File: src/rtl/led_seq_pkg.sv
// Shared types and constants for the led_sequencer LED pattern block.
package led_seq_pkg;

    typedef enum logic [2:0] {
        MODE_OFF       = 3'd0,
        MODE_ON        = 3'd1,
        MODE_BLINK     = 3'd2,
        MODE_HEARTBEAT = 3'd3,
        MODE_BREATHE   = 3'd4
    } mode_e;

    typedef enum logic [1:0] {
        ST_IDLE      = 2'd0,
        ST_WAIT_TICK = 2'd1,
        ST_APPLY     = 2'd2
    } state_e;

    // Bit n set: heartbeat is lit while phase[3:0] == n (double beat at 0,1 and 4,5).
    localparam logic [15:0] HEARTBEAT_MASK = 16'b0000_0000_0011_0011;

    // Phase bit that splits a blink period into 8 ticks on / 8 ticks off.
    localparam int BLINK_BIT = 3;

endpackage

File: src/rtl/led_seq_channel.sv
// led_channel: one LED's mode/level/phase state and its PWM lit decision.
module led_channel
    import led_seq_pkg::*;
#(
    parameter int PWM_BITS = 4
) (
    input  logic                clk,
    input  logic                rstn,
    input  logic                tick,
    input  logic [PWM_BITS-1:0] pwm_cnt,
    input  logic                wr_en,
    input  logic [2:0]          wr_mode,
    input  logic [PWM_BITS-1:0] wr_level,
    output logic                lit
);

    logic [2:0]          mode_q,  mode_d;
    logic [PWM_BITS-1:0] level_q, level_d;
    logic [PWM_BITS:0]   phase_q, phase_d;
    logic [PWM_BITS-1:0] tri_wave;
    logic [PWM_BITS-1:0] eff_level;

    // A write always starts the pattern from phase 0 so it begins cleanly.
    always_comb begin
        mode_d  = mode_q;
        level_d = level_q;
        phase_d = phase_q;
        if (wr_en) begin
            mode_d  = wr_mode;
            level_d = wr_level;
            phase_d = '0;
        end else if (tick) begin
            phase_d = phase_q + 1'b1;
        end
    end

    always_ff @(posedge clk) begin
        if (!rstn) begin
            mode_q  <= MODE_OFF;
            level_q <= '0;
            phase_q <= '0;
        end else begin
            mode_q  <= mode_d;
            level_q <= level_d;
            phase_q <= phase_d;
        end
    end

    always_comb begin
        tri_wave  = phase_q[PWM_BITS] ? ~phase_q[PWM_BITS-1:0] : phase_q[PWM_BITS-1:0];
        eff_level = '0;
        case (mode_q)
            MODE_ON:        eff_level = level_q;
            MODE_BLINK:     eff_level = phase_q[BLINK_BIT] ? '0 : level_q;
            MODE_HEARTBEAT: eff_level = HEARTBEAT_MASK[phase_q[3:0]] ? level_q : '0;
            MODE_BREATHE:   eff_level = (tri_wave < level_q) ? tri_wave : level_q;
            default:        eff_level = '0;
        endcase
    end

    // Full-scale level has no dark PWM slot; otherwise compare against the counter.
    assign lit = (&eff_level) || (pwm_cnt < eff_level);

endmodule

File: src/rtl/led_sequencer.sv
// led_sequencer: tick prescaler, shared PWM counter and command FSM driving
// per-LED pattern channels onto an active-low LED bank. Optional LED_SEQ_ALIVE_EN.
module led_sequencer
    import led_seq_pkg::*;
#(
    parameter int NUM_LEDS = 4,
    parameter int TICK_DIV = 50000,
    parameter int PWM_BITS = 4
) (
    input  logic                        clk,
    input  logic                        rstn,
    input  logic                        cmd_valid,
    output logic                        cmd_ready,
    input  logic [$clog2(NUM_LEDS)-1:0] cmd_led,
    input  logic [2:0]                  cmd_mode,
    input  logic [PWM_BITS-1:0]         cmd_level,
    output logic [NUM_LEDS-1:0]         leds,
    output logic                        tick
);

    localparam int LED_W   = $clog2(NUM_LEDS);
    localparam int PRESC_W = $clog2(TICK_DIV);
    localparam logic [PRESC_W-1:0] PRESC_MAX = PRESC_W'(TICK_DIV - 1);

`ifdef LED_SEQ_ALIVE_EN
    localparam int NUM_CH = NUM_LEDS - 1;
`else
    localparam int NUM_CH = NUM_LEDS;
`endif

    logic [PRESC_W-1:0]  presc_q,   presc_d;
    logic [PWM_BITS-1:0] pwm_cnt_q, pwm_cnt_d;
    state_e              state_q,   state_d;
    logic                cmd_ready_q, cmd_ready_d;
    logic [LED_W-1:0]    cmd_led_q,   cmd_led_d;
    logic [2:0]          cmd_mode_q,  cmd_mode_d;
    logic [PWM_BITS-1:0] cmd_level_q, cmd_level_d;
    logic                apply;
    logic [NUM_CH-1:0]   ch_lit;
    logic [NUM_CH-1:0]   wr_en;
    logic [NUM_LEDS-1:0] lit;
    logic [NUM_LEDS-1:0] leds_q, leds_d;

    always_comb begin
        presc_d   = (presc_q == PRESC_MAX) ? '0 : presc_q + 1'b1;
        pwm_cnt_d = pwm_cnt_q + 1'b1;
    end

    assign tick = (presc_q == PRESC_MAX);

    always_ff @(posedge clk) begin
        if (!rstn) begin
            presc_q   <= '0;
            pwm_cnt_q <= '0;
        end else begin
            presc_q   <= presc_d;
            pwm_cnt_q <= pwm_cnt_d;
        end
    end

    // A tick seen in the acceptance cycle is ignored: IDLE does not look at tick.
    always_comb begin
        state_d     = state_q;
        cmd_led_d   = cmd_led_q;
        cmd_mode_d  = cmd_mode_q;
        cmd_level_d = cmd_level_q;
        apply       = 1'b0;
        case (state_q)
            ST_IDLE: begin
                if (cmd_valid && cmd_ready_q) begin
                    cmd_led_d   = cmd_led;
                    cmd_mode_d  = cmd_mode;
                    cmd_level_d = cmd_level;
                    state_d     = ST_WAIT_TICK;
                end
            end
            ST_WAIT_TICK: begin
                if (tick) begin
                    state_d = ST_APPLY;
                end
            end
            ST_APPLY: begin
                apply   = 1'b1;
                state_d = ST_IDLE;
            end
            default: state_d = ST_IDLE;
        endcase
        cmd_ready_d = (state_d == ST_IDLE);
    end

    // Registered ready stays low through reset and rises one cycle after release.
    always_ff @(posedge clk) begin
        if (!rstn) begin
            state_q     <= ST_IDLE;
            cmd_ready_q <= 1'b0;
        end else begin
            state_q     <= state_d;
            cmd_ready_q <= cmd_ready_d;
        end
    end

    always_ff @(posedge clk) begin
        cmd_led_q   <= cmd_led_d;
        cmd_mode_q  <= cmd_mode_d;
        cmd_level_q <= cmd_level_d;
    end

    assign cmd_ready = cmd_ready_q;

    // Out-of-range indices match no channel, so the write simply drops.
    for (genvar i = 0; i < NUM_CH; i++) begin : g_ch
        assign wr_en[i] = apply && (int'(cmd_led_q) == i);

        led_channel #(
            .PWM_BITS (PWM_BITS)
        ) u_ch (
            .clk      (clk),
            .rstn     (rstn),
            .tick     (tick),
            .pwm_cnt  (pwm_cnt_q),
            .wr_en    (wr_en[i]),
            .wr_mode  (cmd_mode_q),
            .wr_level (cmd_level_q),
            .lit      (ch_lit[i])
        );
    end

`ifdef LED_SEQ_ALIVE_EN
    logic [PWM_BITS+1:0] alive_cnt_q, alive_cnt_d;

    // Top bit of a tick counter gives a toggle every 2^(PWM_BITS+1) ticks, lit first.
    assign alive_cnt_d = tick ? alive_cnt_q + 1'b1 : alive_cnt_q;

    always_ff @(posedge clk) begin
        if (!rstn) begin
            alive_cnt_q <= '0;
        end else begin
            alive_cnt_q <= alive_cnt_d;
        end
    end

    assign lit = {~alive_cnt_q[PWM_BITS+1], ch_lit};
`else
    assign lit = ch_lit;
`endif

    assign leds_d = ~lit;

    always_ff @(posedge clk) begin
        if (!rstn) begin
            leds_q <= '1;
        end else begin
            leds_q <= leds_d;
        end
    end

    assign leds = leds_q;

endmodule
File: config.mk
export PLATFORM = sky130hd
export DESIGN_NAME = led_sequencer
export DESIGN_NICKNAME = d
export VERILOG_FILES = /design/src/rtl/led_seq_pkg.sv /design/src/rtl/led_seq_channel.sv /design/src/rtl/led_sequencer.sv
export SDC_FILE = /design/constraint.sdc
export NUM_CORES = 1
export LEC_CHECK = 0
export ABC_AREA = 1
export CORE_ASPECT_RATIO = 0.9
export CORE_MARGIN = 5
export CORE_UTILIZATION = 33
export DETAILED_ROUTE_END_ITERATION = 8
export MAX_ROUTING_LAYER = met4
export PLACE_DENSITY = 0.56
export SYNTH_ARGS = -nofsm -noshare
export SYNTH_HDL_FRONTEND = slang
export SYNTH_HIERARCHICAL = 1
export SYNTH_SLANG_ARGS = --single-unit
File: constraint.sdc
create_clock -name clk -period 3.8 [get_ports clk]
set_input_delay 0.57 -clock clk [delete_from_list [all_inputs] [get_ports clk]]
set_output_delay 0.57 -clock clk [all_outputs]
set_load 0.05 [all_outputs]
# After elaboration in Yosys (flattened, before gate mapping)
# Memory sizes are Yosys's and may differ from the RTL's. A register that Yosys moved wholly into a read port is not among the register bits.
# Index checks and enable logic that the tools add are counted.
[totals] regBits=84 romBits=64 in_bits=12 output_inout_bits=6 word_cells=128 n_memories=4
[mem_list] name="(name not given)" depth=16 word_bits=1 read_ports=1 rd_ports_with_merged_regs=1 wr=0 line="led_seq_channel.sv:55" rtl="MODE_HEARTBEAT: eff_level = HEARTBEAT_MASK[phase_q[3:0]] ? level_q : '0;"
[mem_list] name="(name not given)" depth=16 word_bits=1 read_ports=1 rd_ports_with_merged_regs=1 wr=0 line="led_seq_channel.sv:55"
[mem_list] name="(name not given)" depth=16 word_bits=1 read_ports=1 rd_ports_with_merged_regs=1 wr=0 line="led_seq_channel.sv:55"
[mem_list] name="(name not given)" depth=16 word_bits=1 read_ports=1 rd_ports_with_merged_regs=1 wr=0 line="led_seq_channel.sv:55"
[op_classes] add_sub_neg=6 order_cmp=12 eq_ne=22 mux=36 bitwise=6 reduce_logical=22
[op_table] op="$mux W4" count=24
[op_table] op="$pmux W4 S4" count=4
[op_table] op="$lt A4 B4 Y1" count=8
[op_table] op="$eq A3 B2 Y1 const B" count=8
[op_table] op="$add A5 B1 Y5 const B" count=4
[op_table] op="$lt A4 B5 Y1 const B" count=4
[op_table] op="$not A4 Y4" count=5
[op_table] op="$add A16 B1 Y16 const B" count=1
[op_table] op="$eq A16 B16 Y1 const B" count=1
[op_table] op="$reduce_and A4 Y1" count=4
[op_table] op="$eq A3 B1 Y1 const B" count=4
[op_table] op="$eq A3 B3 Y1 const B" count=4
[op_table] op="$reduce_or A2 Y1" count=5
[op_table] op="$eq A2 B2 Y1 const B" count=3
[op_table] op="$logic_not A2 Y1" count=3
[op_table] op="$logic_and A1 B1 Y1" count=5
[op_table] op="$mux W1" count=5
[op_table] op="$add A4 B1 Y4 const B" count=1
[op_table] op="$eq A2 B1 Y1 const B" count=2
[op_table] op="$logic_or A1 B1 Y1" count=4
[op_table] op="$mux W2" count=2
[op_table] op="$pmux W2 S2" count=1
[op_table] op="$reduce_and A2 Y1" count=1
[op_table] op="$not A1 Y1" count=1

# Depth between registers and ports, before layout
# Gate-level depths: netlist of the first run.
[logic_depth] word_depth=8 mapped_depth=19 ltp_nobuf=19

# Modules after synthesis
# The synthesis of the first run kept the hierarchy.
[modules_own_cells] mod="led_channel (g_ch[1].u_ch ...)" instances=3 cells_per_inst=128 area_each_um2=877.1
[modules_own_cells] mod="led_sequencer" instances=1 cells_per_inst=175 area_each_um2=1457.6
[modules_own_cells] mod="led_channel (g_ch[0].u_ch)" instances=1 cells_per_inst=129 area_each_um2=874.6

# Least setup slack after synthesis of the first run
# No wires, ideal clock.
[synth_path] path_type="reg-to-reg" start="reg presc_q[0]" end="reg (tool-made name)" t_arrival_ps=2257 required_time_ps=3744 slack_ps=1487 stages_incl_launch_ff=13 cell_sequence="dfxtp_1 ha_1 nand3_2 nor2_1 nand2_1 inv_1 nand2_1 nor3_1 nand2_1 nand2_1 nor2_1 or2_1 inv_1"
[synth_rtl] item="start: declaration" line="led_sequencer.sv:31" rtl="logic [PRESC_W-1:0] presc_q, presc_d;"
[synth_rtl] item="start signal: assignment" line="led_sequencer.sv:56" rtl="presc_q <= presc_d;"

# Worst setup path in the final report of the first run
[layout_path] start="reg presc_q[0]" end="out tick"
[layout_via] elab_chain_len=1
[layout_lines] item="$eq A16 B16 Y1" line="led_sequencer.sv:49" rtl="assign tick = (presc_q == PRESC_MAX);"
[layout_lines] item="end: declaration" line="led_sequencer.sv:18" rtl="output logic tick"
# No other way between the ends.

==> flow_summary.ini, run 1 <==
[placed_design]
port_buffers = 17
dp.final_hpwl_um = 7641
place_inst = 896
gp_congestion = 0.8261

[route]
remaining_drc_errors = 0
wirelength_um = 10350
ant_nets = 0
dr_total_vias = 4105
drt_iter0_drc = 226
wl_per_cell_um = 11.34
viasPerCell = 4.501
dr.pass1.iters = 4

[timing]
fin_worst_skew_ns = 0.005845
setup_viol = 0
layout_min_cycle_time_ns = 2.848
relSlewSlack_pct = 35.70
slew_viol_final = 0
tns_ns = 0
worst_slew_pin_slew_ns = 0.9593
finalHoldViolCount = 0
rsz0062_at_grt = no
fin_crit_sh_pct = 74.95
fmax_mhz = 351.1

[final_layout]
n_antenna_cell = 0
multi_input_area_mm2 = 0.002609
fin_cells = 912
layout-drive-gt1-share_pct = 8.683
nFillCells = 1589
area_delta_synth_final_pct = 13.36
seq_area_mm2 = 0.001852
fin_nets = 751

[worst_setup_path]
worstPathRequired_ns = 3.23
path_buf_inv = 2
worst_path_max_delay_cell = clkdlybuf4s50_1
critPathTopFamily = buffers and inverters
slowest_delay_ns = 0.83
rrSetupSlack_ns = 1.44
worst_setup_path_start_kind = register
worstPathMaxFanout = 4
crit_type = reg2out
cp_cell_sequence = ha_1 -> nand3_2 -> nor2_1 -> nand2_1 -> inv_1 -> clkdlybuf4s50_1
arrival_ns = 2.28
end_kind = primary output

[floorplan]
fp-row-count = 42
core_area_mm2 = 0.01471
initial_core_util_pct = 33.73
die_y_um = 126.4
fp.dieArea_mm2 = 0.01760
die_w_um = 139.3
io_pins = 18

[yosys]
synth_cells = 688
synth_nets = 730
synth_top_family_by_area = simple AND/OR/NAND/NOR gates
synth-simple-area-share_pct = 27.48
synth_xor_area_share_pct = 2.647
ys_types = 35
syn_area_per_cell_um2 = 7.214
synth_compound_area_share_pct = 14.77
synth_seq_area_share_pct = 37.31
ys_seq_elements = 88
synth_fa_ha_area_share_pct = 7.562
netlist_area_mm2 = 0.004964
yosysWarnings = 6
synth_mux_area_share_pct = 0

[clock_network]
clock-root-buffer = clkbuf_16
cts_max_level = 3
path_clk_slew_ns = 0.06
cts_buffers = 9
post_cts_resize_count = 0
cts.sinks = 88
cts_tree = yes
cts_setup_buffers = 0
clk_latency_ns = 0.35
cts_buffer_depth = 2
cts_hold_buf = 0

[run_status]
status = complete, no violations

[global_route]
antenna_found_initial = 0
overflow = 0
grt_pass1_vias = 3836
grt_pass1_wl_um = 18030
grt_max_degree = 46
grtUsageTotal_pct = 12.93

[pwr]
sw_frac_of_total_pct = 23.95
leakagePower_nw = 2.329
seq_power_share_pct = 50.0
clock_power_share_pct = 44.4
ir_drop_mv = 0.1917
p_comb_share_pct = 5.6
power.density_mw_per_mm2 = 346.2
intPower_mw = 1.482
p_switching_mw = 0.4666

[job]
drv_cap = 0

[hold_path]
min_path_type = reg2reg
[registers in the layout, indices dropped and copies added, names as in the netlist, named ones only]
| name | flops |
|---|---|
| cmd_ready | 1 |
| cmd_led_q | 2 |
| g_ch.u_ch/mode_q | 12 |
| cmd_mode_q | 3 |
| presc_q | 16 |
| g_ch.u_ch/phase_q | 20 |
| state_q | 2 |
| leds | 4 |
| cmd_level_q | 4 |
| pwm_cnt_q | 4 |
| g_ch.u_ch/level_q | 16 |
[synth_stat cells]
master    instances  area, um2
edfxtp_1          9      270.3
a21oi_2           4      35.03
a211oi_1          1      7.510
nor3_1           16      80.08
o211ai_1          3      22.52
nor3_2            1      10.01
buf_2             1      5.000
xor2_1            7      61.31
o21ai_1          15      75.07
or2_1             1      6.260
xnor2_1           8      70.07
nor3b_1           3      22.52
o21a_1            3      22.52
nand4_1           6      37.54
dfxtp_1          79       1582
a21oi_1          61      305.3
or2_0             1      6.260
inv_1           113      424.2
nor2_4            1      11.26
nand2_1         148      555.5
o21ai_0          33      165.2
nand2_4           4      45.04
and2_1            3      18.77
clkbuf_1          4      15.01
a21oi_4           5      81.33
inv_2             5      18.77
nand2_2          15      93.84
nor2_1           61      229.0
o22ai_1           3      18.77
and2_2            1      7.510
buf_6             4      45.04
nand3_2           8      80.08
nand3b_1          2      15.01
nand3_1          29      145.1
ha_1             30      375.4
[metrics by stage]
stage,power [mW],util [%],hold WS [ns],setup slack (ns),cell area (um2)
2_1_floorplan,1.058,-,0.4296,1.487,4964
3_3_place_gp,1.106,36.27,0.4558,1.301,5336
3_5_place_dp,1.106,36.27,0.4520,1.279,5336
4_1_cts,1.988,38.24,0.4664,0.8957,5627
5_1_grt,2.037,38.24,0.4921,0.7306,5627
6_report,1.948,38.24,0.4590,0.9519,5627
[per-layer routing]
layer	GRT usage (%)	share of wire, %	vias to the layer above	routed length [um]
met4	3.797	1.2	0	123
met1	16.33	51	1799	5267
met3	3.613	2.9	9	301
met2	20.32	45	33	4653
met5	-	0	-	0
li1	-	-	2264	-
[cell usage in the layout (no fill, tap or decap), types with 3 or more instances in the layout]
cell type | Yosys | routed
a21oi_1 | 61 | 61
a21oi_2 | 4 | 4
a21oi_4 | 5 | 5
and2_1 | 3 | 3
clkbuf_16 | 0 | 10
clkdlybuf4s50_1 | 0 | 17
dfxtp_1 | 79 | 79
edfxtp_1 | 9 | 9
ha_1 | 30 | 30
inv_1 | 113 | 113
inv_2 | 5 | 5
nand2_1 | 148 | 148
nand2_2 | 15 | 15
nand2_4 | 4 | 4
nand3_1 | 29 | 29
nand3_2 | 8 | 8
nand4_1 | 6 | 6
nor2_1 | 61 | 61
nor3_1 | 16 | 15
nor3b_1 | 3 | 3
o211ai_1 | 3 | 3
o21a_1 | 3 | 3
o21ai_0 | 33 | 33
o21ai_1 | 15 | 15
o22ai_1 | 3 | 3
xnor2_1 | 8 | 8
xor2_1 | 7 | 7
[path summary, 6_finish.rpt]
path,startpoint,endpoint,cells past startpoint
worst max-delay path,presc_q[0],tick,6
worst min-delay path,presc_q[0],presc_q[0],1
worst max register to register,g_ch[2].u_ch/phase_q[4],leds[2],12
worst min register to register,presc_q[0],presc_q[0],1
[power groups by stage]
| stage | sequential [mW] | combinational [mW] | clock, mW |
|---|---|---|---|
| after floorplan | 1.01 | 0.0530 | 0 |
| after global placement | 0.996 | 0.110 | 0 |
| after detailed placement | 0.996 | 0.110 | 0 |
| after CTS | 0.975 | 0.110 | 0.903 |
| after global routing | 0.976 | 0.125 | 0.935 |
| final | 0.975 | 0.109 | 0.865 |
[area by class of cell]
| class | instances | area share, % |
|---|---|---|
| multi-input combinational | 473 | 46.36 |
| sequential | 88 | 32.91 |
| inverter | 118 | 7.872 |
| clock buffer | 10 | 4.447 |
| tap | 198 | 4.403 |
| timing repair buffer | 19 | 3.291 |
| clock inverter | 6 | 0.7116 |
[cells by family (layout without fill, tap and decap cells)]
| group | count (synthesis) | count (layout) |
|---|---|---|
| flops | 88 | 88 |
| simple gates | 300 | 300 |
| buf+inv | 127 | 153 |
| xor+xnor | 15 | 15 |
| fa+ha+maj | 30 | 30 |
| compound gates | 128 | 128 |
Power figures use the tool's default switching activity.
==> run 2: changes to the inputs <==
--- a/config.mk
+++ b/config.mk
@@ -11,7 +11,7 @@
 export CORE_UTILIZATION = 33
 export DETAILED_ROUTE_END_ITERATION = 8
 export MAX_ROUTING_LAYER = met4
-export PLACE_DENSITY = 0.56
+export PLACE_DENSITY = 0.58
 export SYNTH_ARGS = -nofsm -noshare
 export SYNTH_HDL_FRONTEND = slang
 export SYNTH_HIERARCHICAL = 1
==> constraint.sdc (replaced) <==
create_clock -name clk -period 2.4 [get_ports clk]
set_input_delay 0.36 -clock clk [delete_from_list [all_inputs] [get_ports clk]]
set_output_delay 0.36 -clock clk [all_outputs]
set_load 0.05 [all_outputs]
==> run 2 against run 1 <==
Against the previous run: clock power up 61%; core utilization grew 0.65 points; sequential cell count unchanged; register-to-register slack lost 1.2 ns; global-route usage decreased by 0.098 points; clock-buffer cell count up 2; sequential share of layout area fell by 0.36 points; final cell count rose by 0.44%; largest cell class unchanged.
==> flow_summary.ini, run 2 (synthesis results as in run 1) <==
[run_status]
status = complete, no violations

[placed_design]
place_inst = 901
dp_slack_ns = 0.1220
dp.final_hpwl_um = 7768
port_buffers = 17
gp_congestion = 0.7950
dpl_cell_area_mm2 = 0.005396

[clock_network]
cts_max_level = 3
cts_buffers = 9
clock-root-buffer = clkbuf_16
cts_buffer_depth = 2
cts_tree = yes
path_clk_slew_ns = 0.06
cts.sinks = 88
clk_latency_ns = 0.34

[pwr]
total_power_mw = 3.113
power.density_mw_per_mm2 = 543.9
leakagePower_nw = 2.356
ir_drop_mv = 0.3299

[worst_setup_path]
reg2reg_from = g_ch[3].u_ch/phase_q[4]
cp_cell_sequence = ha_1 -> nand3_2 -> nor2_1 -> nand2_1 -> inv_2 -> buf_12 -> buf_12
worstPathRequired_ns = 2.04
arrival_ns = 1.83
worstPathMaxFanout = 20
critPathTopFamily = buffers and inverters
worst_setup_path_start_kind = register
crit_type = reg2out
crit_top_cell = buf_12
worst_path_max_delay_cell = dfxtp_1
crit_start = presc_q[0]
slowest_delay_ns = 0.36
end_kind = primary output
path_buf_inv = 3

[route]
viasPerCell = 4.471
dr_total_vias = 4095
remaining_drc_errors = 0
dr.pass1.iters = 4
ant_nets = 0
drt_iter0_drc = 287
wirelength_um = 10310
wl_per_cell_um = 11.26

[timing]
fin_crit_sh_pct = 91.39
finalHoldViolCount = 0
fin_ws_ns = 0.2066
slew_viol_final = 0
layout_min_cycle_time_ns = 2.193
worst_slew_pin_slew_ns = 0.5053
setup_viol = 0
fin_worst_skew_ns = 0.007163
relSlewSlack_pct = 66.05
tns_ns = 0
fmax_mhz = 455.9

[final_layout]
largest_reg_flops = 20
area_delta_synth_final_pct = 15.30
final_area_mm2 = 0.005723
largest_registers = g_ch.u_ch/phase_q x20, g_ch.u_ch/level_q x16, presc_q x16
nFillCells = 1583
layout-drive-gt1-share_pct = 10.86
regMostFlops = g_ch.u_ch/phase_q
n_antenna_cell = 0
fin_cells = 916
seq_area_mm2 = 0.001863
multi_input_area_mm2 = 0.002635
fin_nets = 756
final_common_cell = nand2_1
layout_common_cells = 148 x nand2_1, 112 x inv_1, 72 x dfxtp_1, 61 x nor2_1, 60 x a21oi_1

[floorplan]
io_pins = 18
die_w_um = 139.3
fp.dieArea_mm2 = 0.01760
initial_core_util_pct = 33.73
fp-row-count = 42
core_area_mm2 = 0.01471
die_y_um = 126.4

[global_route]
antenna_found_initial = 0
grt_pass1_wl_um = 18060
grt_max_degree = 31
overflow = 0
grtUsageTotal_pct = 12.83
grt_pass1_vias = 3893

[job]
drv_cap = 0

[hold_path]
hp-start = presc_q[0]
min_path_type = reg2reg
run 2: changes by cell type in the layout (fill, tap and decap cells not counted), moves of 2 or more:
cell and change:
buf_4 +4, dfxtp_1 -7, xor2_2 +3, clkbuf_1 +2, inv_6 -2, buf_12 +2, xor2_1 -3, dfxtp_2 +6
run 2: routing by layer:
metal	GRT usage [%]	vias up	routed length, um
li1	-	2263	-
met1	16.26	1789	5287
met2	20.72	29	4655
met3	2.635	14	224
met4	3.970	0	146
met5	-	-	0
run 2: stage by stage:
stage	util (%)	hold slack [ns]
6_report	38.89	0.4639
5_1_grt	38.89	0.4985
4_1_cts	38.64	0.4703
3_5_place_dp	36.68	0.4562
3_3_place_gp	36.68	0.4497
2_1_floorplan	-	0.4296
run 2: report_power, final:
part	total (mW)	internal, mW	switching [mW]	leakage (nW)
clock network	1.39	0.828	0.566	0.139
logic	0.176	0.0704	0.106	1.49
registers	1.54	1.51	0.0299	0.726
run 2: final cells by class:
cell class                 instances  share of cell area [%]
clock buffer                      12                   4.307
clock inverter                     3                  0.7433
inverter                         118                   7.739
multi-input combinational        473                   46.04
sequential                        88                   32.55
tap                              198                   4.329
timing repair buffer              24                   4.285
run 2: timing repair:
item / CTS / global route
setup buffers: 0 / 0
gates resized for setup: 0 / 13
hold buffers: 0 / 0
endpoints found under the setup margin: 0 / 5
run 2: path summary, 6_finish.rpt:
path | cells past startpoint | to | slack (ns)
setup / recovery | 7 | tick | 0.21
hold / removal | 1 | presc_q[0] | 0.46
setup reg to reg | 18 | leds[3] | 0.24
hold reg to reg | 1 | presc_q[0] | 0.46
